$ cat src/rtl/branch_predictor_pkg.sv
// Shared types and constants for the fetch-stage branch predictor.
// The counter operation encoding is shared by table entries and statistics counters.
package branch_predictor_pkg;

   localparam int BP_MODE_STATIC  = 0;
   localparam int BP_MODE_BIMODAL = 1;

   localparam int BP_CTR_W = 2;
   typedef logic [BP_CTR_W-1:0] ctr_t;

   typedef enum logic [1:0] {
      CTR_HOLD = 2'd0,
      CTR_INC  = 2'd1,
      CTR_DEC  = 2'd2
   } ctr_op_e;

   // Maps an enable plus a direction onto a counter operation.
   function automatic ctr_op_e ctr_op(input logic en, input logic up);
      if (!en)
         return CTR_HOLD;
      else if (up)
         return CTR_INC;
      else
         return CTR_DEC;
   endfunction

endpackage

$ cat src/rtl/branch_predictor_sat.sv
// Combinational saturating counter step: next value for hold, increment or decrement.
// Increments stop at all-ones and decrements stop at zero; nothing ever wraps.
module sat_counter
   import branch_predictor_pkg::*;
#(
   parameter int W = 2
) (
   input  logic [W-1:0] cur,
   input  ctr_op_e      op,
   output logic [W-1:0] nxt
);

   always_comb begin
      nxt = cur;
      case (op)
         CTR_INC: if (cur != {W{1'b1}}) nxt = cur + W'(1);
         CTR_DEC: if (cur != {W{1'b0}}) nxt = cur - W'(1);
         default: nxt = cur;
      endcase
   end

endmodule

$ cat src/rtl/branch_predictor.sv
// Direct-mapped BTB with per-entry saturating counters, zero-latency lookup for fetch,
// EX-stage training with mispredict detection, and saturating lookup/mispredict statistics.
module branch_predictor
   import branch_predictor_pkg::*;
#(
   parameter int ENTRIES = 16,
   parameter int WORD_W  = 32,
   parameter int CTR_W   = 2,
   parameter int MODE    = 1,
   parameter int CNT_W   = 32
) (
   input  logic              CLK,
   input  logic              RST,
   input  logic              lookup_en,
   input  logic [WORD_W-1:0] lookup_pc,
   output logic              pred_taken,
   output logic [WORD_W-1:0] pred_target,
   input  logic              update_en,
   input  logic [WORD_W-1:0] update_pc,
   input  logic              update_taken,
   input  logic [WORD_W-1:0] update_target,
   input  logic              update_pred_taken,
   input  logic [WORD_W-1:0] update_pred_target,
   input  logic              flush_all,
   output logic              mispredict,
   output logic [CNT_W-1:0]  lookup_cnt,
   output logic [CNT_W-1:0]  mispredict_cnt
);

   localparam int IDX_W = $clog2(ENTRIES);
   localparam int TAG_W = WORD_W - IDX_W - 2;

   typedef logic [CTR_W-1:0] entry_ctr_t;

   typedef struct packed {
      logic              valid;
      logic [TAG_W-1:0]  tag;
      logic [WORD_W-1:0] target;
      entry_ctr_t        ctr;
   } btb_entry_t;

   // Weakly not-taken is 01..1 (MSB clear); weakly taken is 10..0 (MSB set).
   localparam entry_ctr_t CTR_WEAK_NT = entry_ctr_t'((1 << (CTR_W - 1)) - 1);
   localparam entry_ctr_t CTR_WEAK_T  = entry_ctr_t'(1 << (CTR_W - 1));

   btb_entry_t tbl [ENTRIES];

   logic [IDX_W-1:0] l_idx;
   logic [TAG_W-1:0] l_tag;
   btb_entry_t       l_ent;
   logic             l_hit;

   logic [IDX_W-1:0] u_idx;
   logic [TAG_W-1:0] u_tag;
   logic             u_hit;
   entry_ctr_t       u_ctr_cur;
   entry_ctr_t       u_ctr_nxt;

   logic [CNT_W-1:0] lookup_cnt_nxt;
   logic [CNT_W-1:0] mispredict_cnt_nxt;

   logic unused_pc_low;
   assign unused_pc_low = &{1'b0, lookup_pc[1:0], update_pc[1:0]};

   // Lookup path: reads the table as it stands before this cycle's edge, no bypass.
   assign l_idx = lookup_pc[IDX_W+1:2];
   assign l_tag = lookup_pc[WORD_W-1:IDX_W+2];
   assign l_ent = tbl[l_idx];
   assign l_hit = l_ent.valid && (l_ent.tag == l_tag);

   assign pred_taken  = (MODE == BP_MODE_BIMODAL) && l_hit && l_ent.ctr[CTR_W-1];
   assign pred_target = pred_taken ? l_ent.target : lookup_pc + WORD_W'(4);

   // update_en is a single-cycle strobe with no back-pressure: every field of the
   // resolved branch is valid exactly in the cycle update_en is high.
   assign u_idx     = update_pc[IDX_W+1:2];
   assign u_tag     = update_pc[WORD_W-1:IDX_W+2];
   assign u_hit     = tbl[u_idx].valid && (tbl[u_idx].tag == u_tag);
   assign u_ctr_cur = tbl[u_idx].ctr;

   assign mispredict = update_en &&
                       ((update_taken != update_pred_taken) ||
                        (update_taken && (update_pred_target != update_target)));

   sat_counter #(.W(CTR_W)) u_entry_ctr (
      .cur (u_ctr_cur),
      .op  (ctr_op(1'b1, update_taken)),
      .nxt (u_ctr_nxt)
   );

   sat_counter #(.W(CNT_W)) u_lookup_cnt (
      .cur (lookup_cnt),
      .op  (ctr_op(lookup_en, 1'b1)),
      .nxt (lookup_cnt_nxt)
   );

   sat_counter #(.W(CNT_W)) u_mispredict_cnt (
      .cur (mispredict_cnt),
      .op  (ctr_op(mispredict, 1'b1)),
      .nxt (mispredict_cnt_nxt)
   );

   // A flush wins over a same-cycle update; reset wins over both.
   always_ff @(posedge CLK) begin
      if (RST) begin
         for (int i = 0; i < ENTRIES; i++) begin
            tbl[i] <= '{valid: 1'b0, tag: '0, target: '0, ctr: CTR_WEAK_NT};
         end
      end else if (flush_all) begin
         for (int i = 0; i < ENTRIES; i++) begin
            tbl[i].valid <= 1'b0;
         end
      end else if (update_en) begin
         if (u_hit) begin
            tbl[u_idx].ctr <= u_ctr_nxt;
            if (update_taken) tbl[u_idx].target <= update_target;
         end else if (update_taken) begin
            tbl[u_idx] <= '{valid: 1'b1, tag: u_tag, target: update_target, ctr: CTR_WEAK_T};
         end
      end
   end

   always_ff @(posedge CLK) begin
      if (RST) begin
         lookup_cnt     <= '0;
         mispredict_cnt <= '0;
      end else begin
         lookup_cnt     <= lookup_cnt_nxt;
         mispredict_cnt <= mispredict_cnt_nxt;
      end
   end

endmodule

$ cat config.mk
export PLATFORM = sky130hd
export DESIGN_NAME = branch_predictor
export DESIGN_NICKNAME = d
export VERILOG_FILES = /design/src/rtl/branch_predictor_pkg.sv /design/src/rtl/branch_predictor_sat.sv /design/src/rtl/branch_predictor.sv
export SDC_FILE = /design/constraint.sdc
export NUM_CORES = 2
export LEC_CHECK = 0
export BUFFER_PORTS_ARGS = -buffer_cell sky130_fd_sc_hd__buf_2
export CAP_MARGIN = 25
export CORE_ASPECT_RATIO = 0.7
export CORE_MARGIN = 4
export CORE_UTILIZATION = 25
export CTS_BUF_LIST = sky130_fd_sc_hd__clkbuf_4 sky130_fd_sc_hd__clkbuf_8
export CTS_CLUSTER_DIAMETER = 200
export CTS_CLUSTER_SIZE = 24
export DETAILED_ROUTE_END_ITERATION = 6
export SLEW_MARGIN = 20
export SYNTH_ARGS = -nofsm -noshare
export SYNTH_HDL_FRONTEND = slang
export SYNTH_SLANG_ARGS = --single-unit
$ cat constraint.sdc
create_clock -name CLK -period 5.3 [get_ports CLK]
set_input_delay 0.265 -clock CLK [delete_from_list [all_inputs] [get_ports CLK]]
set_output_delay 0.265 -clock CLK [all_outputs]
set_load 0.01 [all_outputs]
# == Yosys cells after proc, flatten, opt, wreduce, memory -nomap -nowiden ==
# Memory sizes are Yosys's and may differ from the RTL's.
# Index checks and enable logic that the tools add are counted.
# W data, S select, Z words.
# classes
add_sub_neg,7
n_mul,0
div_mod_pow,0
magnitude_cmp,0
eq_ne,17
n_shift,0
n_mux,55
bitwise,18
n_reduce_logical,14
# ops
cell,count
$mux W32,6
$pmux W32 S2,2
$add A32 B1 Y32 const B,2
$ne A32 B32 Y1 const B,2
$reduce_bool A32 Y1,2
$sub A32 B1 Y32 const B,2
$mux W61,1
$reduce_or A61 Y1,1
$eq A26 B26 Y1,2
$mux W1,39
$add A32 B3 Y32 const B,1
$ne A32 B32 Y1,1
$or A1 B1 Y1,18
$mux W2,4
$mux W4,2
$ne A2 B1 Y1 const B,4
$reduce_and A3 Y1,2
$reduce_bool A2 Y1,3
$logic_and A1 B1 Y1,5
$eq A1 B2 Y1 const B,2
$pmux W2 S2,1
$add A2 B1 Y2 const B,1
$eq A1 B1 Y1 const B,2
$eq A2 B1 Y1 const B,1
5 further kinds,5
# word_totals
ff_bits,64
latchBits,0
mem_bits_rw,976
romBits,0
input_bits,135
out_inout_bits,98
wordCells,114
n_memories,1
# mem_list
memory,words,word_bits,rd,rd_ports_with_merged_regs,wr,line,rtl
tbl,16,61,2,0,16,branch_predictor.sv:46,btb_entry_t tbl [ENTRIES];

# == Longest topological paths before layout ==
# An unclocked memory read counts as a cell.
# depth
depth_word,11
mapped_depth,15

# == By module ==
# Synthesis repeated with hierarchy kept, for this count alone.
# hier_totals
hier_cells,4282
hier_area_um2,57108.5
# modules_own_cells
mod,n_inst,cells_per_inst,area_each_um2
branch_predictor,1,3520,52596.7
sat_counter (u_lookup_cnt),1,371,2228.4
sat_counter (u_mispredict_cnt),1,378,2205.9
sat_counter (u_entry_ctr),1,13,77.6

# == Worst setup path after synthesis ==
# No wires, ideal clock.
# synth_timing
path_type,input to register
from,in update_pc[2]
to,"mem tbl[10][34] (netlist name), enable pin"
setup_time_ps,415
arrival_ps,3977
slack_ps,909
cell_stages,13
path_buffers,5
path_cell_list,buf_4 buf_4 buf_2 mux4_2 mux2i_1 xnor2_1 nor3_1 a31o_2 o2111ai_1 nor2_1 buf_2 buf_2 o21bai_1
# synth_rtl
item,line,rtl
start: declaration,branch_predictor.sv:19,"input logic [WORD_W-1:0] update_pc,"
end: declaration,branch_predictor.sv:46,

==> summary.md <==
| Metric | Value |
|---|---|
| Status | finished clean |
| Switching power | 4.10 mW |
| Max FO, Critical Path | 32 |
| Worst Path Arrival | 4.61 ns |
| Crit end category | primary output |
| Via count | 36,131 |
| Mapped Area | 53,700 sq um |
| Cts repair resizes | 0 |
| Crit Path Class | reg -> out |
| Crit path launch | tbl[6][42] |
| # DRC | 0 |
| Critical Path Sink | pred_target[18] |
| Final Hold Fails | 0 |
| Gr usage total | 16.7% |
| Reg clk slew, reported paths | 0.15 ns |
| Peak supply drop | 0.175 mV |
| Required time of the critical path | 5.04 ns |
| R2R setup slack | 1.22 ns |
| Max-slew violations | 0 |
| Pwr/cell area | 254 nW/um^2 |
| CTS H-tree depth | 2 |
| Static leakage | 20.9 nW |
| Worst skew pair latency | 0.85 ns |
| Dominant synthesized flop cell | edfxtp_1 |
| Final setup vio count | 0 |
| Hold crit path type | in -> reg |
| First-pass GRT wire length | 271,000 microns |
| Cells after Synth | 3,761 |
| Core area | 214,000 sq um |
| DRT Pass-1 Iters | 7 |
| Hold Slack | 0.0785 ns |
| Comb power frac | 14.6% |
| Die width | 562 microns |
| GPL Wtd Cong | 0.893 |
| Yosys warning count | 0 |
| Sw Ratio | 26.7% |
| Vias per cell | 5.35 |
| RSZ-0062 raised after global routing | no |
| CTS max path bufs | 3 |
| Die H | 396 microns |
| Internal Power | 11.2 mW |
| Largest net degree at the start of global routing | 114 |
| Post-synthesis sequential area ratio | 56.6% |
| Area delta synth->final | 12.4% |
| Layout cell share with drive strength beyond 1 | 25.1% |
| CTS tree | built |
| Drt wl/cell | 28.5 microns |
| Clk_skew | 0.0702 ns |
| Final WL | 193,000 microns |
| RR Endpoint | tbl[7][34] |
| Fin util | 28.2% |
| Vias in the first global route | 34,814 |
| Detailed placer's ending HPWL | 121,000 microns |
| Worst-margin pin slew | 1.02 ns |
| GRT overflow | 0 |
| Synth Register Bits | 1,040 |
| Period utilisation layout | 92.0% |
| Number of nets with antenna violations after routing | 0 |
| Fin nets | 3,987 |
| Cell Rows | 142 |
| Reg2Reg Depth | 11 |
| Initial core utilization | 25.1% |
| Num CTS Buffers | 49 |
| Normalized max-slew margin | 31.5% |
| Asr flop ratio synth | 0% |
| Min cycle time layout | 4.88 ns |
| Clk sinks | 1,040 |
| I/O pin count | 233 |
| Syn Area/Cell | 14.3 sq um |
| Setup TNS | 0 ns |
| DRT iter0 DRCs | 6,032 |
| FF-to-FF Start | tbl[11][40] |
| Port-buffer cells | 230 |
| Peak Freq | 205 MHz |
| Commonest non-fill, non-tap cell in the layout | edfxtp_1 |
| Initial antenna violation count | 29 |
| Crit start category | flop |
| Max-cap violations | 0 |
| Commonest non-fill, non-tap cells in the layout | edfxtp_1, and3_1, nor3b_1, mux4_2, buf_2 |
| Die ar. | 222,000 sq um |
| Post-Syn Nets | 3,899 |
| Reg power frac | 61.7% |
| Distinct cells, synth | 71 |
| Post-synth EDFFs | 960 |
| Hold depth | 2 |
| Clock Tree Root | clkbuf_8 |
| Part of the power in the clock network | 23.6% |
## cell usage after synthesis (all sizes together), types with 17 or more instances
cell,number,area (sq um)
nand2b,21,131
nor2,109,409
nand4,25,156
dfxtp,80,1600
nor4,26,169
and2,77,482
o21bai,17,128
and3,472,2950
mux2,55,728
nand2,107,404
nor3b,385,2890
mux2i,96,961
o21ai,54,270
nand3,51,255
buf,135,795
clkbuf,290,1090
xor2,75,657
mux4,362,8160
edfxtp,960,28800
nor3,58,290
xnor2,101,885
a22oi,18,135
## critical path: stages (launching register included)
cell,delay (ns)
edfxtp_1,0.42
mux4_2,0.49
mux4_2,0.54
xnor2_1,0.16
buf_4,0.20
nand2_1,0.06
or2_0,0.23
nor4_2,0.26
or4b_2,0.65
buf_12,0.24
mux2_4,0.35
buf_2,0.15
## layer usage
metal  routed length [microns]  part of all wire [%]  vias up  GRT usage, %
li1                          -                     -    14767             -
met1                     80800                    42    18702          24.8
met2                     80700                    42     2382          23.8
met3                     25500                    13      270          4.76
met4                      5420                   2.8       10          4.11
met5                       181                 0.094        -             0
## state kept, by name (all words and copies together), names as in the netlist
register	flops
lookup_cnt	32
tbl	976
mispredict_cnt	32
## logic make-up after synthesis
kind of cell | count (synthesis) | synth area share, %
compound gates | 200 | 2.52
xor+xnor | 176 | 2.87
fa+ha+maj | 3 | 0.0699
buf+inv | 443 | 3.63
flops | 1040 | 56.6
mux | 513 | 18.3
simple gates | 1386 | 15.9
## metrics by stage
step / std cells / total power [mW] / instance area [sq um] / setup WS, ns
floorplan: 3761 / 10.9 / 53700 / 0.909
global placement: 6626 / 11.8 / 59000 / 0.662
detailed placement: 6627 / 11.8 / 59000 / 0.651
CTS: 6746 / 15.4 / 60400 / 0.395
global route: 6749 / 15.8 / 60400 / 0.260
finish: 6755 / 15.3 / 60400 / 0.423
## worst min path at each step
stage / end / from
finish: tbl[15][15] / update_target[13]
global route: tbl[10][8] / update_target[6]
CTS: tbl[10][13] / update_target[11]
detailed placement: tbl[10][60] / tbl[10][60]
global placement: tbl[13][60] / tbl[13][60]
floorplan: tbl[5][60] / tbl[5][60]
## power groups by stage
| stage | combinational (mW) | clock (mW) | sequential (mW) |
|---|---|---|---|
| after CTS | 2.22 | 3.68 | 9.47 |
| final | 2.25 | 3.62 | 9.48 |
| after detailed placement | 2.17 | 0 | 9.66 |
| after global routing | 2.34 | 3.96 | 9.51 |
| after global placement | 2.16 | 0 | 9.63 |
| after floorplan | 1.27 | 0 | 9.60 |
## final cells by class
cell class / instances / area (sq um)
Fill cell: 21623 / 154000
Clock inverter: 5 / 86.3
Clock buffer: 63 / 779
Tap cell: 2880 / 3600
Inverter: 18 / 70.1
Timing Repair Buffer: 462 / 3690
Antenna cell: 9 / 22.5
Multi-Input combinational cell: 2278 / 21700
Sequential cell: 1040 / 30400
## repair_timing
action                                  4_1_cts  5_1_grt
endpoints found under the setup margin        0        0
buffers inserted                              0        0
endpoints found under the hold margin       673        0
hold buffers                                 51        0
Note: power is estimated with default switching activity, not from simulation.
